<file path="src/rtl/ps2_key_decoder_if.sv">
// PS/2 pin pair plus the decoded byte/command outputs of ps2_key_decoder.
// The keyboard side is the master, the decoder is the slave.
interface ps2_key_decoder_if;
    logic       ps2_clk;
    logic       ps2_data;
    logic [2:0] keyboard_signal;
    logic       key_valid;
    logic [7:0] scan_byte;
    logic       byte_valid;
    logic       frame_err;

    modport master (
        output ps2_clk,
        output ps2_data,
        input  keyboard_signal,
        input  key_valid,
        input  scan_byte,
        input  byte_valid,
        input  frame_err
    );

    modport slave (
        input  ps2_clk,
        input  ps2_data,
        output keyboard_signal,
        output key_valid,
        output scan_byte,
        output byte_valid,
        output frame_err
    );
endinterface

</file>
<file path="src/rtl/ps2_key_decoder.sv">
// PS/2 scan-code-set-2 receiver and Tetris command decoder.
// Optional TYPEMATIC_FILTER_EN: held-key mask that suppresses auto-repeat pulses.
module ps2_key_decoder #(
    parameter int TIMEOUT_CYCLES = 20000
) (
    input  logic             clk,
    input  logic             rst_n,
    ps2_key_decoder_if.slave bus
);
    localparam int TW = $clog2(TIMEOUT_CYCLES + 1);
    localparam logic [TW-1:0] TO_MAX = TW'(TIMEOUT_CYCLES);

    typedef enum logic [1:0] {
        S_IDLE,
        S_EXT,
        S_BRK,
        S_EXT_BRK
    } state_t;

    logic [1:0]    clkSync;
    logic [1:0]    dataSync;
    logic          clkPrev;
    logic          fallEdge;
    logic          dataBit;
    logic [3:0]    bitCnt;
    logic [7:0]    shiftReg;
    logic          parityBit;
    logic [TW-1:0] idleCnt;
    logic          timeoutHit;
    logic [7:0]    scanByte;
    logic          byteValid;
    logic          frameErr;
    logic [2:0]    keyCode;
    logic          keyValid;
    state_t        state;
    state_t        stateNext;
    logic [2:0]    cmdNext;
    logic          letterHit;
    logic [1:0]    letterIdx;
    logic          arrowHit;
    logic [1:0]    arrowIdx;
`ifdef TYPEMATIC_FILTER_EN
    logic [3:0]    heldMask;
    logic [3:0]    heldNext;
`endif

    assign fallEdge   = clkPrev & ~clkSync[1];
    assign dataBit    = dataSync[1];
    assign timeoutHit = (bitCnt != 4'd0) && (idleCnt == TO_MAX);

    // Two-flop synchronisers; clkPrev delays the clock once more for edge detect
    always_ff @(posedge clk) begin
        if (!rst_n) begin
            clkSync  <= 2'b11;
            dataSync <= 2'b11;
            clkPrev  <= 1'b1;
        end else begin
            clkSync  <= {clkSync[0], bus.ps2_clk};
            dataSync <= {dataSync[0], bus.ps2_data};
            clkPrev  <= clkSync[1];
        end
    end

    // Cycles since the last ps2_clk falling edge, saturating
    always_ff @(posedge clk) begin
        if (!rst_n || fallEdge) begin
            idleCnt <= '0;
        end else if (idleCnt != TO_MAX) begin
            idleCnt <= idleCnt + 1'b1;
        end
    end

    // Frame receiver: start, 8 data LSB first, odd parity, stop
    always_ff @(posedge clk) begin
        if (!rst_n) begin
            bitCnt    <= 4'd0;
            shiftReg  <= 8'h00;
            parityBit <= 1'b0;
            scanByte  <= 8'h00;
            byteValid <= 1'b0;
            frameErr  <= 1'b0;
        end else begin
            byteValid <= 1'b0;
            frameErr  <= 1'b0;
            if (fallEdge) begin
                if (bitCnt == 4'd0) begin
                    if (!dataBit) bitCnt <= 4'd1;
                end else if (bitCnt <= 4'd8) begin
                    shiftReg <= {dataBit, shiftReg[7:1]};
                    bitCnt   <= bitCnt + 4'd1;
                end else if (bitCnt == 4'd9) begin
                    parityBit <= dataBit;
                    bitCnt    <= 4'd10;
                end else begin
                    bitCnt <= 4'd0;
                    if (dataBit && (^{shiftReg, parityBit})) begin
                        scanByte  <= shiftReg;
                        byteValid <= 1'b1;
                    end else begin
                        frameErr <= 1'b1;
                    end
                end
            end else if (timeoutHit) begin
                bitCnt   <= 4'd0;
                frameErr <= 1'b1;
            end
        end
    end

    // Letter keys S/A/D/W -> command index down/left/right/rotate
    always_comb begin
        letterHit = 1'b1;
        letterIdx = 2'd0;
        case (scanByte)
            8'h1B:   letterIdx = 2'd0;
            8'h1C:   letterIdx = 2'd1;
            8'h23:   letterIdx = 2'd2;
            8'h1D:   letterIdx = 2'd3;
            default: letterHit = 1'b0;
        endcase
    end

    // Extended arrow keys -> same command indices as the letters
    always_comb begin
        arrowHit = 1'b1;
        arrowIdx = 2'd0;
        case (scanByte)
            8'h72:   arrowIdx = 2'd0;
            8'h6B:   arrowIdx = 2'd1;
            8'h74:   arrowIdx = 2'd2;
            8'h75:   arrowIdx = 2'd3;
            default: arrowHit = 1'b0;
        endcase
    end

    // Decoder next state and command, evaluated only on a fresh byte
    always_comb begin
        stateNext = state;
        cmdNext   = 3'b000;
`ifdef TYPEMATIC_FILTER_EN
        heldNext  = heldMask;
`endif
        if (byteValid) begin
            unique case (state)
                S_IDLE: begin
                    if (scanByte == 8'hE0) begin
                        stateNext = S_EXT;
                    end else if (scanByte == 8'hF0) begin
                        stateNext = S_BRK;
                    end else if (letterHit) begin
`ifdef TYPEMATIC_FILTER_EN
                        if (!heldMask[letterIdx]) cmdNext = {1'b1, letterIdx};
                        heldNext[letterIdx] = 1'b1;
`else
                        cmdNext = {1'b1, letterIdx};
`endif
                    end
                end
                S_EXT: begin
                    if (scanByte == 8'hF0) begin
                        stateNext = S_EXT_BRK;
                    end else begin
                        stateNext = S_IDLE;
                        if (arrowHit) begin
`ifdef TYPEMATIC_FILTER_EN
                            if (!heldMask[arrowIdx]) cmdNext = {1'b1, arrowIdx};
                            heldNext[arrowIdx] = 1'b1;
`else
                            cmdNext = {1'b1, arrowIdx};
`endif
                        end
                    end
                end
                S_BRK: begin
                    stateNext = S_IDLE;
`ifdef TYPEMATIC_FILTER_EN
                    if (letterHit) heldNext[letterIdx] = 1'b0;
`endif
                end
                S_EXT_BRK: begin
                    stateNext = S_IDLE;
`ifdef TYPEMATIC_FILTER_EN
                    if (arrowHit) heldNext[arrowIdx] = 1'b0;
`endif
                end
                default: stateNext = S_IDLE;
            endcase
        end
    end

    // Decoder state and the registered 1-cycle command pulse
    always_ff @(posedge clk) begin
        if (!rst_n) begin
            state    <= S_IDLE;
            keyCode  <= 3'b000;
            keyValid <= 1'b0;
        end else begin
            state    <= stateNext;
            keyCode  <= cmdNext;
            keyValid <= cmdNext[2];
        end
    end

`ifdef TYPEMATIC_FILTER_EN
    // Held-key mask: set on make, cleared on break
    always_ff @(posedge clk) begin
        if (!rst_n) begin
            heldMask <= 4'b0000;
        end else begin
            heldMask <= heldNext;
        end
    end
`endif

    assign bus.keyboard_signal = keyCode;
    assign bus.key_valid       = keyValid;
    assign bus.scan_byte       = scanByte;
    assign bus.byte_valid      = byteValid;
    assign bus.frame_err       = frameErr;
endmodule

</file>
<file path="src/flat_wrapper.sv">
// flat-port wrapper written by rule: the top's interface ports become plain ports
module ps2_key_decoder_flat 
#(
    parameter int TIMEOUT_CYCLES = 20000
)
  (clk, rst_n, bus_ps2_clk, bus_ps2_data, bus_keyboard_signal, bus_key_valid, bus_scan_byte, bus_byte_valid, bus_frame_err);
  ps2_key_decoder_if bus_i ();
  input  logic clk;
  input  logic rst_n;
  input wire logic [$bits(bus_i.ps2_clk)-1:0] bus_ps2_clk;
  input wire logic [$bits(bus_i.ps2_data)-1:0] bus_ps2_data;
  output wire logic [$bits(bus_i.keyboard_signal)-1:0] bus_keyboard_signal;
  output wire logic [$bits(bus_i.key_valid)-1:0] bus_key_valid;
  output wire logic [$bits(bus_i.scan_byte)-1:0] bus_scan_byte;
  output wire logic [$bits(bus_i.byte_valid)-1:0] bus_byte_valid;
  output wire logic [$bits(bus_i.frame_err)-1:0] bus_frame_err;
  assign bus_i.ps2_clk = bus_ps2_clk;
  assign bus_i.ps2_data = bus_ps2_data;
  assign bus_keyboard_signal = bus_i.keyboard_signal;
  assign bus_key_valid = bus_i.key_valid;
  assign bus_scan_byte = bus_i.scan_byte;
  assign bus_byte_valid = bus_i.byte_valid;
  assign bus_frame_err = bus_i.frame_err;
  ps2_key_decoder #(.TIMEOUT_CYCLES(TIMEOUT_CYCLES)) u_core (.clk(clk), .rst_n(rst_n), .bus(bus_i));
endmodule
</file>
<file path="config.mk">
export PLATFORM = sky130hd
export DESIGN_NAME = ps2_key_decoder_flat
export DESIGN_NICKNAME = d
export VERILOG_FILES = /design/src/rtl/ps2_key_decoder_if.sv /design/src/rtl/ps2_key_decoder.sv /design/src/flat_wrapper.sv
export SDC_FILE = /design/constraint.sdc
export NUM_CORES = 1
export LEC_CHECK = 0
export BUFFER_PORTS_ARGS = -buffer_cell sky130_fd_sc_hd__buf_2
export CORE_MARGIN = 2
export CORE_UTILIZATION = 50
export DETAILED_ROUTE_END_ITERATION = 8
export HOLD_SLACK_MARGIN = 0.02
export PLACE_DENSITY = 0.7
export SYNTH_ARGS = -nofsm -noshare
export SYNTH_HDL_FRONTEND = slang
export SYNTH_SLANG_ARGS = --single-unit
</file>
<file path="constraint.sdc">
create_clock -name clk -period 1.8 [get_ports clk]
set_clock_uncertainty 0.15 [all_clocks]
set_input_delay 0.18 -clock clk [delete_from_list [all_inputs] [get_ports clk]]
set_output_delay 0.18 -clock clk [all_outputs]
set_load 0.1 [all_outputs]
</file>
==> impl_metrics.toml <==
[yosys]
synth-warning-count = 0
synth.cell_area_um2 = 2302
synth_mux_area_frac = 0.05326
asyncSetResetFlopFracSynth = 0
ys.flop_type = "sky130_fd_sc_hd__dfxtp_1"
post_syn_nets = 262
synth_enable_flop_cells = 0
syn_avg_cell_area_um2 = 9.100
synth_seq_cells = 48
adder_cell_share_of_the_synthesized_area = 0.02717
combinational_family_with_the_most_area_after_synthesis = "simple AND/OR/NAND/NOR gates"
synthSimpleGateAreaFrac = 0.2832
ys_types = 48
synth-xor-area-share = 0.08804
synth-compound-area-share = 0.09728
synth_seq_area_share = 0.4174
synthCells = 253

[run_status]
outcome = "completed"

[global_route]
grt_use_total = 0.1911
antenna_violations_before_repair = 0
globalRoute.totalOverflow = 0
first_pass_grt_wire_length_mm = 7.762
grt_start_max_net_pins = 23
grt_pass1_vias = 1760

[cts]
cts.reportedPaths.clkPinSlew_ns = 0.09
worst_skew_pair.late_latency_ns = 0.31
number_of_buffers_created_by_cts = 5
clockBufferDepth = 2
cts.root.buffer_cell = "sky130_fd_sc_hd__clkbuf_8"
cts_tree = "yes"
numClockSinks = 48
clock_tree.htree_level_count = 2

[worst_hold_path]
worstHoldStart = "rst_n"
min_path_type = "in2reg"

[floorplanning]
floorplan.io_pins = 18
fp.coreArea_um2 = 4384
die_width_um = 71.86
floorplan.initialDensity = 0.5251
floorplan.die.height_um = 71.86
design.die.area_um2 = 5163
row_count = 24

[cells_and_area]
filler_cell_count = 327
diodes = 0
syn_to_final_growth_pct = 28.97
fin_nets = 308
utilization = 0.6772
final_layout_size_suffix_gt1_frac = 0.3300

[timing]
setup_viol = 0
final_hold_viol_count = 0
setup_total_negative_slack_ns = 0
worst_pin_slew_ns = 0.5266
slew_headroom = 0.6441
rsz0062_at_grt = "true"
slew_viol_final = 0
achievable-frequency_mhz = 563.4
period_minus_slack_ns = 1.775
timing.final.crit_share = 0.9861
final.hold.worst_slack_ns = 0.1081

[pwr]
static-leakage-power_uw = 0.001216
max-vdd-ir-drop_uv = 649.2
power-per-cell-area_nw_per_um2 = 662.3
design_power_total_uw = 1966

[detailed_routing]
drt.antenna.violating_nets = 0
wl_mm = 4.491
wire_per_inst_um = 12.76
drc = 0
detailedRoute.firstPassIterationCount = 4
num_vias = 1878
avgViaCountPerCell = 5.335
drt_iter0_drc = 91

[setup_path]
crit_path_end_kind = "register"
critPathLaunchType = "register"
cp.required_ns = 1.85
worst-setup-path-type = "reg2reg"
critPathMaxFanout = 4
worst_r2r_startpoint = "u_core.bitCnt[1]"
timing.critical_path.from = "u_core.bitCnt[1]"
worst-endpoint-arrival_ns = 1.82

[placed_design]
gp_routability_congestion = 0.7926
port_buffers = 17
hpwlAfterDp_mm = 2.979

[flow_run]
total_of_max_cap_violations = 0
## flip-flops by register name (all words and copies together), names as in the netlist, 2 cells and up
| signal | cells |
|---|---|
| u_core.bus.keyboard_signal | 2 |
| u_core.bitCnt | 4 |
| u_core.bus.scan_byte | 8 |
| u_core.state | 2 |
| u_core.clkSync | 2 |
| u_core.dataSync | 2 |
| u_core.shiftReg | 8 |
| u_core.idleCnt | 15 |
## cells in the final DEF, fill, tap and decap left out, types with 6 or more instances in the layout
cell,count
sky130_fd_sc_hd__dfxtp_1,34
sky130_fd_sc_hd__buf_4,26
sky130_fd_sc_hd__nand2_1,23
sky130_fd_sc_hd__nor2_1,20
sky130_fd_sc_hd__buf_2,17
sky130_fd_sc_hd__nor2b_1,14
sky130_fd_sc_hd__dfxtp_2,13
sky130_fd_sc_hd__nand3_1,11
sky130_fd_sc_hd__mux2i_1,10
sky130_fd_sc_hd__xnor2_1,7
sky130_fd_sc_hd__xor2_1,7
sky130_fd_sc_hd__o21ai_1,6
sky130_fd_sc_hd__nand2b_1,6
sky130_fd_sc_hd__a21oi_1,6
sky130_fd_sc_hd__and3_1,6
## cell usage after synthesis (3+ instances only)
master,count,share of area
sky130_fd_sc_hd__dfxtp_1,48,0.42
sky130_fd_sc_hd__nand2_1,23,0.037
sky130_fd_sc_hd__nor2_1,21,0.034
sky130_fd_sc_hd__nand3_1,18,0.039
sky130_fd_sc_hd__nor2b_1,14,0.038
sky130_fd_sc_hd__o21ai_0,13,0.028
sky130_fd_sc_hd__mux2i_1,10,0.043
sky130_fd_sc_hd__xnor2_1,9,0.034
sky130_fd_sc_hd__a21oi_1,7,0.015
sky130_fd_sc_hd__inv_1,7,0.011
sky130_fd_sc_hd__xor2_1,7,0.027
sky130_fd_sc_hd__and3_1,6,0.016
sky130_fd_sc_hd__nand2b_1,6,0.016
sky130_fd_sc_hd__clkbuf_1,5,0.0082
sky130_fd_sc_hd__ha_1,5,0.027
sky130_fd_sc_hd__nand3b_1,4,0.013
sky130_fd_sc_hd__nand4_1,4,0.011
sky130_fd_sc_hd__nor3_1,4,0.0087
sky130_fd_sc_hd__nor3b_1,4,0.013
sky130_fd_sc_hd__and2_1,3,0.0082
sky130_fd_sc_hd__nor4bb_1,3,0.013
## cell type report
| class | instances | area, um^2 | share of cell area |
|---|---|---|---|
| clock buffer | 5 | 68.82 | 0.02318 |
| clock inverter | 3 | 42.54 | 0.01433 |
| inverter | 7 | 26.28 | 0.008850 |
| multi-input combinational | 188 | 1423 | 0.4791 |
| sequential | 48 | 980.9 | 0.3304 |
| tap | 52 | 65.06 | 0.02191 |
| timing repair buffer | 49 | 362.8 | 0.1222 |
## stage by stage
| step | cell area [um^2] | std cells | worst slack (ns) |
|---|---|---|---|
| after floorplan | 2318 | 253 | -0.01244 |
| after global placement | 2638 | 338 | -0.02805 |
| after detailed placement | 2638 | 338 | -0.04263 |
| after CTS | 2879 | 351 | -0.02901 |
| after global routing | 2969 | 352 | -0.07466 |
| final | 2969 | 352 | 0.02498 |
## cell families (layout without fill, tap and decap cells)
logic type,Yosys count,in the layout
flip-flops,48,48
AND/OR/NAND/NOR,118,118
XOR/XNOR,19,19
buffers and inverters,17,64
adder cells (fa/ha/maj),5,5
AO/OA/AOI/OAI,35,35
multiplexers,11,11
## routing by layer
| layer | vias up | GRT usage | share of wire |
|---|---|---|---|
| met2 | 35 | 0.3035 | 0.46 |
| met4 | 0 | 0.09434 | 0.014 |
| li1 | 968 | - | - |
| met1 | 870 | 0.2482 | 0.49 |
| met3 | 5 | 0.03797 | 0.039 |
| met5 | - | 0 | 0 |
## worst max-delay path: stages (launching register included)
cell	delay (ns)
sky130_fd_sc_hd__dfxtp_2	0.33
sky130_fd_sc_hd__inv_2	0.08
sky130_fd_sc_hd__ha_4	0.17
sky130_fd_sc_hd__inv_2	0.04
sky130_fd_sc_hd__or3_4	0.34
sky130_fd_sc_hd__buf_4	0.16
sky130_fd_sc_hd__o31ai_2	0.20
sky130_fd_sc_hd__a21oi_2	0.07
sky130_fd_sc_hd__nor2b_1	0.13
## report_power, final
part	leakage [uW]	internal (uW)	switching, uW
registers	0.000396	1070	7.51
logic	0.000766	52.1	54.1
clock network	0.0000541	411	371
## path summary, 6_finish.rpt
path	endpoint	slack, ns	depth (start not counted)
worst max register to register	u_core.bitCnt[3]	0.02	8
worst min-delay path	u_core.clkSync[1]	0.11	2
worst min register to register	u_core.dataSync[1]	0.27	1
worst max-delay path	u_core.bitCnt[3]	0.02	8
## repair_timing
action | 4_1_cts | 5_1_grt
hold endpoints to repair | 2 | 0
setup buffers | 2 | 2
gates resized for setup | 23 | 23
gates cloned | 1 | 0
hold buffers | 2 | 0
endpoints found under the setup margin | 18 | 23
pin swaps | 7 | 9
(Power assumes the default switching activity.)
